**src/rtl/mp2_mult_arbiter_if.sv**
```systemverilog
// Requester/multiplier bus for the MP2 shared 18x18 multiplier arbiter.
// The slave side is the arbiter. The master side is the requesters plus the external multiplier.
interface mp2_mult_arbiter_if #(
    parameter int OP_WIDTH = 18
);
    logic [2:0]              Req_I;
    logic [2:0]              Lock_I;
    logic [3*OP_WIDTH-1:0]   OpA_I;
    logic [3*OP_WIDTH-1:0]   OpB_I;
    logic [2:0]              Grant_O;
    logic [2*OP_WIDTH-1:0]   Result_O;
    logic [2:0]              Result_Valid_O;
    logic [OP_WIDTH-1:0]     Mult_OP_0_O;
    logic [OP_WIDTH-1:0]     Mult_OP_1_O;
    logic [2*OP_WIDTH-1:0]   Mult_Result_I;

    modport slave (
        input  Req_I, Lock_I, OpA_I, OpB_I, Mult_Result_I,
        output Grant_O, Result_O, Result_Valid_O, Mult_OP_0_O, Mult_OP_1_O
    );

    modport master (
        output Req_I, Lock_I, OpA_I, OpB_I, Mult_Result_I,
        input  Grant_O, Result_O, Result_Valid_O, Mult_OP_0_O, Mult_OP_1_O
    );
endinterface

```
**src/rtl/mp2_mult_arbiter.sv**
```systemverilog
// Three-port arbiter for the shared MP2 multiplier, with a lockable burst mode and a tagged result pipeline.
// Define MP2_MULT_ARB_RR_EN to get round-robin arbitration; without it the arbiter uses fixed priority 0 > 1 > 2.
module mp2_mult_arbiter #(
    parameter int PIPE_STAGES = 2,
    parameter int OP_WIDTH    = 18
) (
    input  logic                 clock,
    input  logic                 resetn,
    mp2_mult_arbiter_if.slave    bus
);
    typedef enum logic {ARB_IDLE, ARB_LOCKED} arb_state_e;

    arb_state_e                     state_q, state_d;
    logic [1:0]                     owner_q, owner_d;
    logic [2:0]                     grant;
    logic [2:0]                     winner;
    logic                           xfer;
    logic [1:0]                     xfer_port;
    logic signed [OP_WIDTH-1:0]     op0_q, op1_q;
    logic [PIPE_STAGES-1:0]         vld_q;
    logic [1:0]                     tag_q  [PIPE_STAGES];
    logic signed [2*OP_WIDTH-1:0]   prod_q [PIPE_STAGES-1];

    function automatic logic [2:0] onehot(input logic [1:0] k);
        return 3'b001 << k;
    endfunction

    function automatic logic [1:0] encode(input logic [2:0] g);
        return g[2] ? 2'd2 : (g[1] ? 2'd1 : 2'd0);
    endfunction

`ifdef MP2_MULT_ARB_RR_EN
    logic [1:0] ptr_q;

    // The loop runs from the farthest port to the nearest, so the nearest requester after 'last' is written last and wins.
    function automatic logic [2:0] pick_rr(input logic [2:0] req, input logic [1:0] last);
        logic [1:0] idx;
        pick_rr = 3'b000;
        for (int i = 3; i >= 1; i--) begin
            idx = 2'((int'(last) + i) % 3);
            if (req[idx]) pick_rr = onehot(idx);
        end
    endfunction

    always_ff @(posedge clock) begin
        if (!resetn)   ptr_q <= 2'd2;
        else if (xfer) ptr_q <= xfer_port;
    end

    assign winner = pick_rr(bus.Req_I, ptr_q);
`else
    function automatic logic [2:0] pick_fixed(input logic [2:0] req);
        if (req[0])      return 3'b001;
        else if (req[1]) return 3'b010;
        else if (req[2]) return 3'b100;
        return 3'b000;
    endfunction

    assign winner = pick_fixed(bus.Req_I);
`endif

    // FSM state register
    always_ff @(posedge clock) begin
        if (!resetn) begin
            state_q <= ARB_IDLE;
            owner_q <= 2'd0;
        end else begin
            state_q <= state_d;
            owner_q <= owner_d;
        end
    end

    // FSM next state
    always_comb begin
        state_d = state_q;
        owner_d = owner_q;
        case (state_q)
            ARB_IDLE: begin
                if (xfer && bus.Lock_I[xfer_port]) begin
                    state_d = ARB_LOCKED;
                    owner_d = xfer_port;
                end
            end
            ARB_LOCKED: begin
                if (!bus.Lock_I[owner_q]) state_d = ARB_IDLE;
            end
            default: state_d = ARB_IDLE;
        endcase
    end

    // FSM outputs: the grant is combinational and is held at zero while resetn is low.
    always_comb begin
        grant = 3'b000;
        if (resetn) begin
            if (state_q == ARB_LOCKED) grant = onehot(owner_q);
            else                       grant = winner;
        end
    end

    assign xfer      = |(bus.Req_I & grant);
    assign xfer_port = encode(grant);

    // Operand register (issue stage)
    always_ff @(posedge clock) begin
        if (!resetn) begin
            op0_q <= '0;
            op1_q <= '0;
        end else if (xfer) begin
            op0_q <= bus.OpA_I[int'(xfer_port)*OP_WIDTH +: OP_WIDTH];
            op1_q <= bus.OpB_I[int'(xfer_port)*OP_WIDTH +: OP_WIDTH];
        end
    end

    always_ff @(posedge clock) begin
        if (!resetn) vld_q <= '0;
        else         vld_q <= {vld_q[PIPE_STAGES-2:0], xfer};
    end

    always_ff @(posedge clock) begin
        tag_q[0] <= xfer_port;
        for (int i = 1; i < PIPE_STAGES; i++) tag_q[i] <= tag_q[i-1];
    end

    // Product stages: each stage loads only under its valid bit, so the last stage holds between results.
    always_ff @(posedge clock) begin
        if (!resetn) begin
            prod_q[PIPE_STAGES-2] <= '0;
        end else begin
            if (vld_q[0]) prod_q[0] <= bus.Mult_Result_I;
            for (int j = 1; j < PIPE_STAGES-1; j++) begin
                if (vld_q[j]) prod_q[j] <= prod_q[j-1];
            end
        end
    end

    assign bus.Grant_O        = grant;
    assign bus.Mult_OP_0_O    = op0_q;
    assign bus.Mult_OP_1_O    = op1_q;
    assign bus.Result_O       = prod_q[PIPE_STAGES-2];
    assign bus.Result_Valid_O = vld_q[PIPE_STAGES-1] ? onehot(tag_q[PIPE_STAGES-1]) : 3'b000;
endmodule

```
**src/flat_wrapper.sv**
```systemverilog
// flat-port wrapper written by rule: the top's interface ports become plain ports
module mp2_mult_arbiter_flat 
#(
    parameter int PIPE_STAGES = 2,
    parameter int OP_WIDTH    = 18
)
  (clock, resetn, bus_Req_I, bus_Lock_I, bus_OpA_I, bus_OpB_I, bus_Mult_Result_I, bus_Grant_O, bus_Result_O, bus_Result_Valid_O, bus_Mult_OP_0_O, bus_Mult_OP_1_O);
  mp2_mult_arbiter_if #(.OP_WIDTH(OP_WIDTH)) bus_i ();
  input  logic clock;
  input  logic resetn;
  input wire logic [$bits(bus_i.Req_I)-1:0] bus_Req_I;
  input wire logic [$bits(bus_i.Lock_I)-1:0] bus_Lock_I;
  input wire logic [$bits(bus_i.OpA_I)-1:0] bus_OpA_I;
  input wire logic [$bits(bus_i.OpB_I)-1:0] bus_OpB_I;
  input wire logic [$bits(bus_i.Mult_Result_I)-1:0] bus_Mult_Result_I;
  output wire logic [$bits(bus_i.Grant_O)-1:0] bus_Grant_O;
  output wire logic [$bits(bus_i.Result_O)-1:0] bus_Result_O;
  output wire logic [$bits(bus_i.Result_Valid_O)-1:0] bus_Result_Valid_O;
  output wire logic [$bits(bus_i.Mult_OP_0_O)-1:0] bus_Mult_OP_0_O;
  output wire logic [$bits(bus_i.Mult_OP_1_O)-1:0] bus_Mult_OP_1_O;
  assign bus_i.Req_I = bus_Req_I;
  assign bus_i.Lock_I = bus_Lock_I;
  assign bus_i.OpA_I = bus_OpA_I;
  assign bus_i.OpB_I = bus_OpB_I;
  assign bus_i.Mult_Result_I = bus_Mult_Result_I;
  assign bus_Grant_O = bus_i.Grant_O;
  assign bus_Result_O = bus_i.Result_O;
  assign bus_Result_Valid_O = bus_i.Result_Valid_O;
  assign bus_Mult_OP_0_O = bus_i.Mult_OP_0_O;
  assign bus_Mult_OP_1_O = bus_i.Mult_OP_1_O;
  mp2_mult_arbiter #(.PIPE_STAGES(PIPE_STAGES), .OP_WIDTH(OP_WIDTH)) u_core (.clock(clock), .resetn(resetn), .bus(bus_i));
endmodule
```
**config.mk**
```make
export PLATFORM = sky130hd
export DESIGN_NAME = mp2_mult_arbiter_flat
export DESIGN_NICKNAME = d
export VERILOG_FILES = /design/src/rtl/mp2_mult_arbiter_if.sv /design/src/rtl/mp2_mult_arbiter.sv /design/src/flat_wrapper.sv
export SDC_FILE = /design/constraint.sdc
export NUM_CORES = 1
export LEC_CHECK = 0
export BUFFER_PORTS_ARGS = -buffer_cell sky130_fd_sc_hd__buf_2
export CAP_MARGIN = 25
export CORE_ASPECT_RATIO = 1.5
export CORE_MARGIN = 1
export CORE_UTILIZATION = 44
export DETAILED_ROUTE_END_ITERATION = 16
export GPL_TIMING_DRIVEN = 0
export PLACE_DENSITY = 0.81
export SLEW_MARGIN = 20
export SYNTH_ARGS = -nofsm -noshare
export SYNTH_HDL_FRONTEND = slang
export SYNTH_SLANG_ARGS = --single-unit
export TNS_END_PERCENT = 100
```
**constraint.sdc**
```tcl
create_clock -name clock -period 2.19 [get_ports clock]
set_input_delay 0.219 -clock clock [delete_from_list [all_inputs] [get_ports clock]]
set_output_delay 0.219 -clock clock [all_outputs]
set_load 0.005 [all_outputs]
```
==> flow_results.xml <==
<?xml version="1.0" encoding="UTF-8"?>
<metrics>
  <group name="cts">
    <metric name="cts_root_buf" unit="">sky130_fd_sc_hd__clkbuf_16</metric>
    <metric name="clock-sinks" unit="">81</metric>
    <metric name="clock_buffer_count_from_cts" unit="">9</metric>
    <metric name="htree_levels" unit="">3</metric>
    <metric name="ctsHoldBuffers" unit="">0</metric>
    <metric name="cts_tree" unit="">yes</metric>
    <metric name="clkLatencyLatePin" unit="ns">0.33</metric>
    <metric name="cts.path.max_buffers" unit="">2</metric>
    <metric name="clock_slew_at_the_register_clock_pins_of_the_worst_setup_and_hold_paths" unit="ns">0.06</metric>
    <metric name="cts_post_setup_buffers_inserted" unit="">0</metric>
  </group>
  <group name="floorplanning">
    <metric name="dieWidth" unit="um">78.6</metric>
    <metric name="dieHeight" unit="um">117</metric>
    <metric name="io-pin-count" unit="">230</metric>
    <metric name="floorplan.rows" unit="">41</metric>
    <metric name="design.die.area" unit="um2">9200</metric>
    <metric name="initial_utilization" unit="">0.458</metric>
    <metric name="core_area" unit="um2">8460</metric>
  </group>
  <group name="global_route">
    <metric name="number_of_antenna_violations_at_the_first_check_in_global_routing" unit="">0</metric>
    <metric name="grt_first_pass_wirelength" unit="um">18400</metric>
    <metric name="globalRouteOverflowTotal" unit="">0</metric>
    <metric name="via_count_of_the_first_global_routing_pass" unit="">3820</metric>
    <metric name="grt_max_degree" unit="">26</metric>
    <metric name="global_route.usage.total" unit="">0.265</metric>
  </group>
  <group name="synth">
    <metric name="syn_inst" unit="">387</metric>
    <metric name="postSynthAreaPerCell" unit="um2">10.0</metric>
    <metric name="synth_largest_area_cell" unit="">sky130_fd_sc_hd__edfxtp_1</metric>
    <metric name="synth.net_count" unit="">539</metric>
    <metric name="synth-warning-count" unit="">0</metric>
    <metric name="synth.yosys.seq_area_share" unit="">0.511</metric>
    <metric name="synth.cell_area" unit="um2">3880</metric>
    <metric name="synth.top_cells.by_area" unit="">sky130_fd_sc_hd__edfxtp_1 28%, sky130_fd_sc_hd__dfxtp_1 23%, sky130_fd_sc_hd__nand3_1 9.4%</metric>
    <metric name="yosys.cell_types.count" unit="">40</metric>
    <metric name="area_fraction_of_the_dominant_cell_type_after_synthesis" unit="">0.279</metric>
    <metric name="postSynthRegisterBits" unit="">81</metric>
  </group>
  <group name="sta">
    <metric name="post-route-period-util" unit="">0.894</metric>
    <metric name="relSlewSlack" unit="">0.691</metric>
    <metric name="setup-tns-final" unit="ns">0</metric>
    <metric name="unrepaired_setup_endpoints_after_global_routing" unit="">no</metric>
    <metric name="min_period" unit="ns">1.96</metric>
    <metric name="hold_violations" unit="">0</metric>
    <metric name="clock.fmax" unit="GHz">0.511</metric>
    <metric name="worst_hold_slack" unit="ns">0.207</metric>
    <metric name="worst_pin_slew" unit="ns">0.463</metric>
    <metric name="slew_violations" unit="">0</metric>
    <metric name="post_route_clock_skew" unit="ns">0.00453</metric>
    <metric name="final_setup_violation_count" unit="">0</metric>
  </group>
  <group name="finish">
    <metric name="layout-drive-gt1-share" unit="">0.426</metric>
    <metric name="final-instance-count-excl-fill" unit="">738</metric>
    <metric name="multi_input_area" unit="um2">1680</metric>
    <metric name="most_common_cell_after_layout_fill_and_taps_aside" unit="">sky130_fd_sc_hd__buf_2</metric>
    <metric name="flow.area_growth_from_synthesis" unit="%">41.3</metric>
    <metric name="layout.area.seq" unit="um2">1980</metric>
    <metric name="nNetsFinal" unit="">778</metric>
    <metric name="antennaDiodeCount" unit="">0</metric>
    <metric name="most-common-layout-cells" unit="">241 x sky130_fd_sc_hd__buf_2, 73 x sky130_fd_sc_hd__nand3_1, 45 x sky130_fd_sc_hd__dfxtp_1, 37 x sky130_fd_sc_hd__o21ai_0</metric>
    <metric name="n_fill_cell" unit="">704</metric>
  </group>
  <group name="route">
    <metric name="ant_nets" unit="">0</metric>
    <metric name="routedWlPerCell" unit="um">16.4</metric>
    <metric name="route.vias.total" unit="">4097</metric>
    <metric name="routed_via_density" unit="">5.55</metric>
    <metric name="drtPass1Iterations" unit="">5</metric>
    <metric name="route.final.wire_length" unit="um">12100</metric>
    <metric name="drtIter0Drc" unit="">171</metric>
    <metric name="drc_errors" unit="">0</metric>
  </group>
  <group name="power_and_ir_drop">
    <metric name="sw_frac_of_total" unit="">0.240</metric>
    <metric name="netSwitchingPower" unit="uW">925</metric>
    <metric name="internal_power" unit="uW">2920</metric>
    <metric name="p_seq_frac" unit="">0.458</metric>
    <metric name="vdd.ir_drop.worst" unit="mV">0.486</metric>
    <metric name="power_leakage" unit="uW">0.00270</metric>
    <metric name="pwr-share-clk" unit="">0.376</metric>
    <metric name="pwr-share-comb" unit="">0.166</metric>
    <metric name="power_density" unit="nW/um2">703</metric>
  </group>
  <group name="worst_setup_path">
    <metric name="crit_path_max_fanout" unit="">19</metric>
    <metric name="cp_slowest_cell" unit="">sky130_fd_sc_hd__dfxtp_1</metric>
    <metric name="crit_family" unit="">buffers and inverters</metric>
    <metric name="critPathLaunchType" unit="">register</metric>
    <metric name="end_kind" unit="">output port</metric>
    <metric name="cp_slowest_stage_delay" unit="ns">0.29</metric>
    <metric name="critPathBufInv" unit="">4</metric>
    <metric name="cp.required" unit="ns">1.97</metric>
    <metric name="crit_type" unit="">reg2out</metric>
    <metric name="arrival_time_at_the_worst_endpoint" unit="ns">1.74</metric>
    <metric name="crit_top_cell" unit="">sky130_fd_sc_hd__buf_2</metric>
    <metric name="cp_cell_sequence" unit="">buf_2 -&gt; nor2b_2 -&gt; a21oi_2 -&gt; buf_6 -&gt; nor2_1 -&gt; buf_4 -&gt; buf_2</metric>
  </group>
  <group name="min_path">
    <metric name="hold_path.class" unit="">in2reg</metric>
  </group>
  <group name="place">
    <metric name="placedCellCount" unit="">723</metric>
    <metric name="detailed_place_hpwl" unit="um">9660</metric>
    <metric name="place.gp.congestion" unit="">0.885</metric>
    <metric name="buffer_ports.inserted" unit="">228</metric>
  </group>
  <group name="job">
    <metric name="max_cap_violations" unit="">0</metric>
  </group>
  <group name="run_status">
    <metric name="status" unit="">finished clean</metric>
  </group>
</metrics>
flip-flops by register name, summed over array words and instances (netlist names):
name                    flops
u_core.state_q              1
u_core.bus.Mult_OP_0_O     18
u_core.owner_q              2
u_core.tag_q                4
u_core.bus.Mult_OP_1_O     18
u_core.vld_q                2
u_core.prod_q              36
Yosys cell counts:
cell type / n
sky130_fd_sc_hd__a211oi_1: 1
sky130_fd_sc_hd__a21o_1: 1
sky130_fd_sc_hd__a21oi_1: 4
sky130_fd_sc_hd__a21oi_2: 1
sky130_fd_sc_hd__a311oi_1: 1
sky130_fd_sc_hd__a31o_1: 1
sky130_fd_sc_hd__a32o_1: 36
sky130_fd_sc_hd__and2_1: 1
sky130_fd_sc_hd__and3_1: 36
sky130_fd_sc_hd__and3b_1: 1
sky130_fd_sc_hd__and4b_1: 1
sky130_fd_sc_hd__buf_2: 14
sky130_fd_sc_hd__buf_4: 3
sky130_fd_sc_hd__buf_6: 4
sky130_fd_sc_hd__clkbuf_1: 22
sky130_fd_sc_hd__dfxtp_1: 45
sky130_fd_sc_hd__edfxtp_1: 36
sky130_fd_sc_hd__inv_1: 1
sky130_fd_sc_hd__mux2i_1: 3
sky130_fd_sc_hd__nand2_1: 6
sky130_fd_sc_hd__nand2b_1: 2
sky130_fd_sc_hd__nand3_1: 73
sky130_fd_sc_hd__nand3b_1: 1
sky130_fd_sc_hd__nand4b_1: 1
sky130_fd_sc_hd__nand4bb_1: 1
sky130_fd_sc_hd__nor2_1: 5
sky130_fd_sc_hd__nor2_2: 1
sky130_fd_sc_hd__nor2b_1: 1
sky130_fd_sc_hd__nor3_2: 1
sky130_fd_sc_hd__nor3_4: 1
sky130_fd_sc_hd__nor3b_1: 1
sky130_fd_sc_hd__nor4b_2: 1
sky130_fd_sc_hd__nor4bb_1: 1
sky130_fd_sc_hd__o211a_1: 1
sky130_fd_sc_hd__o21ai_0: 37
sky130_fd_sc_hd__o21ai_1: 3
sky130_fd_sc_hd__o22ai_1: 1
sky130_fd_sc_hd__o2bb2ai_1: 1
sky130_fd_sc_hd__or2_0: 12
sky130_fd_sc_hd__or2_1: 24
worst register-to-register path: stages, from the launching register on:
cell	delay, ns
sky130_fd_sc_hd__dfxtp_1	0.30
sky130_fd_sc_hd__buf_4	0.16
sky130_fd_sc_hd__mux2i_1	0.24
sky130_fd_sc_hd__o21ai_0	0.12
sky130_fd_sc_hd__nor2_2	0.38
sky130_fd_sc_hd__clkbuf_1	0.42
sky130_fd_sc_hd__a32o_1	0.21
layer usage:
layer  share of wire  global-route usage
met1            0.36               0.286
met2            0.51               0.488
met3            0.10              0.0752
met4           0.025               0.100
met5               0                   0
final timing paths:
kind / startpoint / end / slack (ns) / cells after the start
setup / recovery: u_core.owner_q[1] / bus_Grant_O[2] / 0.23 / 7
hold / removal: bus_Mult_Result_I[22] / u_core.prod_q[0][22] / 0.21 / 2
setup reg to reg: u_core.owner_q[0] / u_core.bus.Mult_OP_1_O[7] / 0.29 / 6
hold reg to reg: u_core.tag_q[0][0] / u_core.tag_q[0][2] / 0.33 / 0
metrics by stage:
step / power, uW / setup WS (ns) / instance area (um2) / util
after floorplan: 2090 / 0.335 / 3880 / -
after global placement: 2410 / 0.0492 / 5150 / 0.609
after detailed placement: 2430 / 0.341 / 5180 / 0.612
after CTS: 3880 / 0.0218 / 5480 / 0.648
after global routing: 4020 / 0.105 / 5480 / 0.647
final: 3850 / 0.232 / 5480 / 0.647
power groups by stage:
stage | Clock, uW | Sequential [uW] | Combinational [uW]
after floorplan | 0 | 1810 | 277
after global placement | 0 | 1790 | 614
after detailed placement | 0 | 1800 | 637
after CTS | 1480 | 1760 | 642
after global routing | 1540 | 1780 | 703
final | 1450 | 1760 | 639
kinds of logic (layout without fill, tap and decap cells):
| group | count (synthesis) | after routing | share of synthesized area |
|---|---|---|---|
| AO/OA/AOI/OAI | 88 | 88 | 0.167 |
| AND/OR/NAND/NOR | 171 | 171 | 0.256 |
| buffers and inverters | 44 | 288 | 0.0578 |
| flip-flops | 81 | 81 | 0.511 |
| multiplexers | 3 | 3 | 0.00775 |
cell type report:
| cell class | instances | share of cell area |
|---|---|---|
| buffer | 42 | 0.0393 |
| clock buffer | 11 | 0.0425 |
| clock inverter | 5 | 0.0105 |
| inverter | 1 | 0.000685 |
| multi-input combinational | 262 | 0.307 |
| sequential | 81 | 0.362 |
| tap | 107 | 0.0244 |
| timing repair buffer | 229 | 0.213 |
repair_timing:
item	in CTS	in global routing
gates cloned	0	0
endpoints found under the setup margin	1	1
gates resized for setup	2	0
No activity file was read; power rests on OpenSTA's default activity.
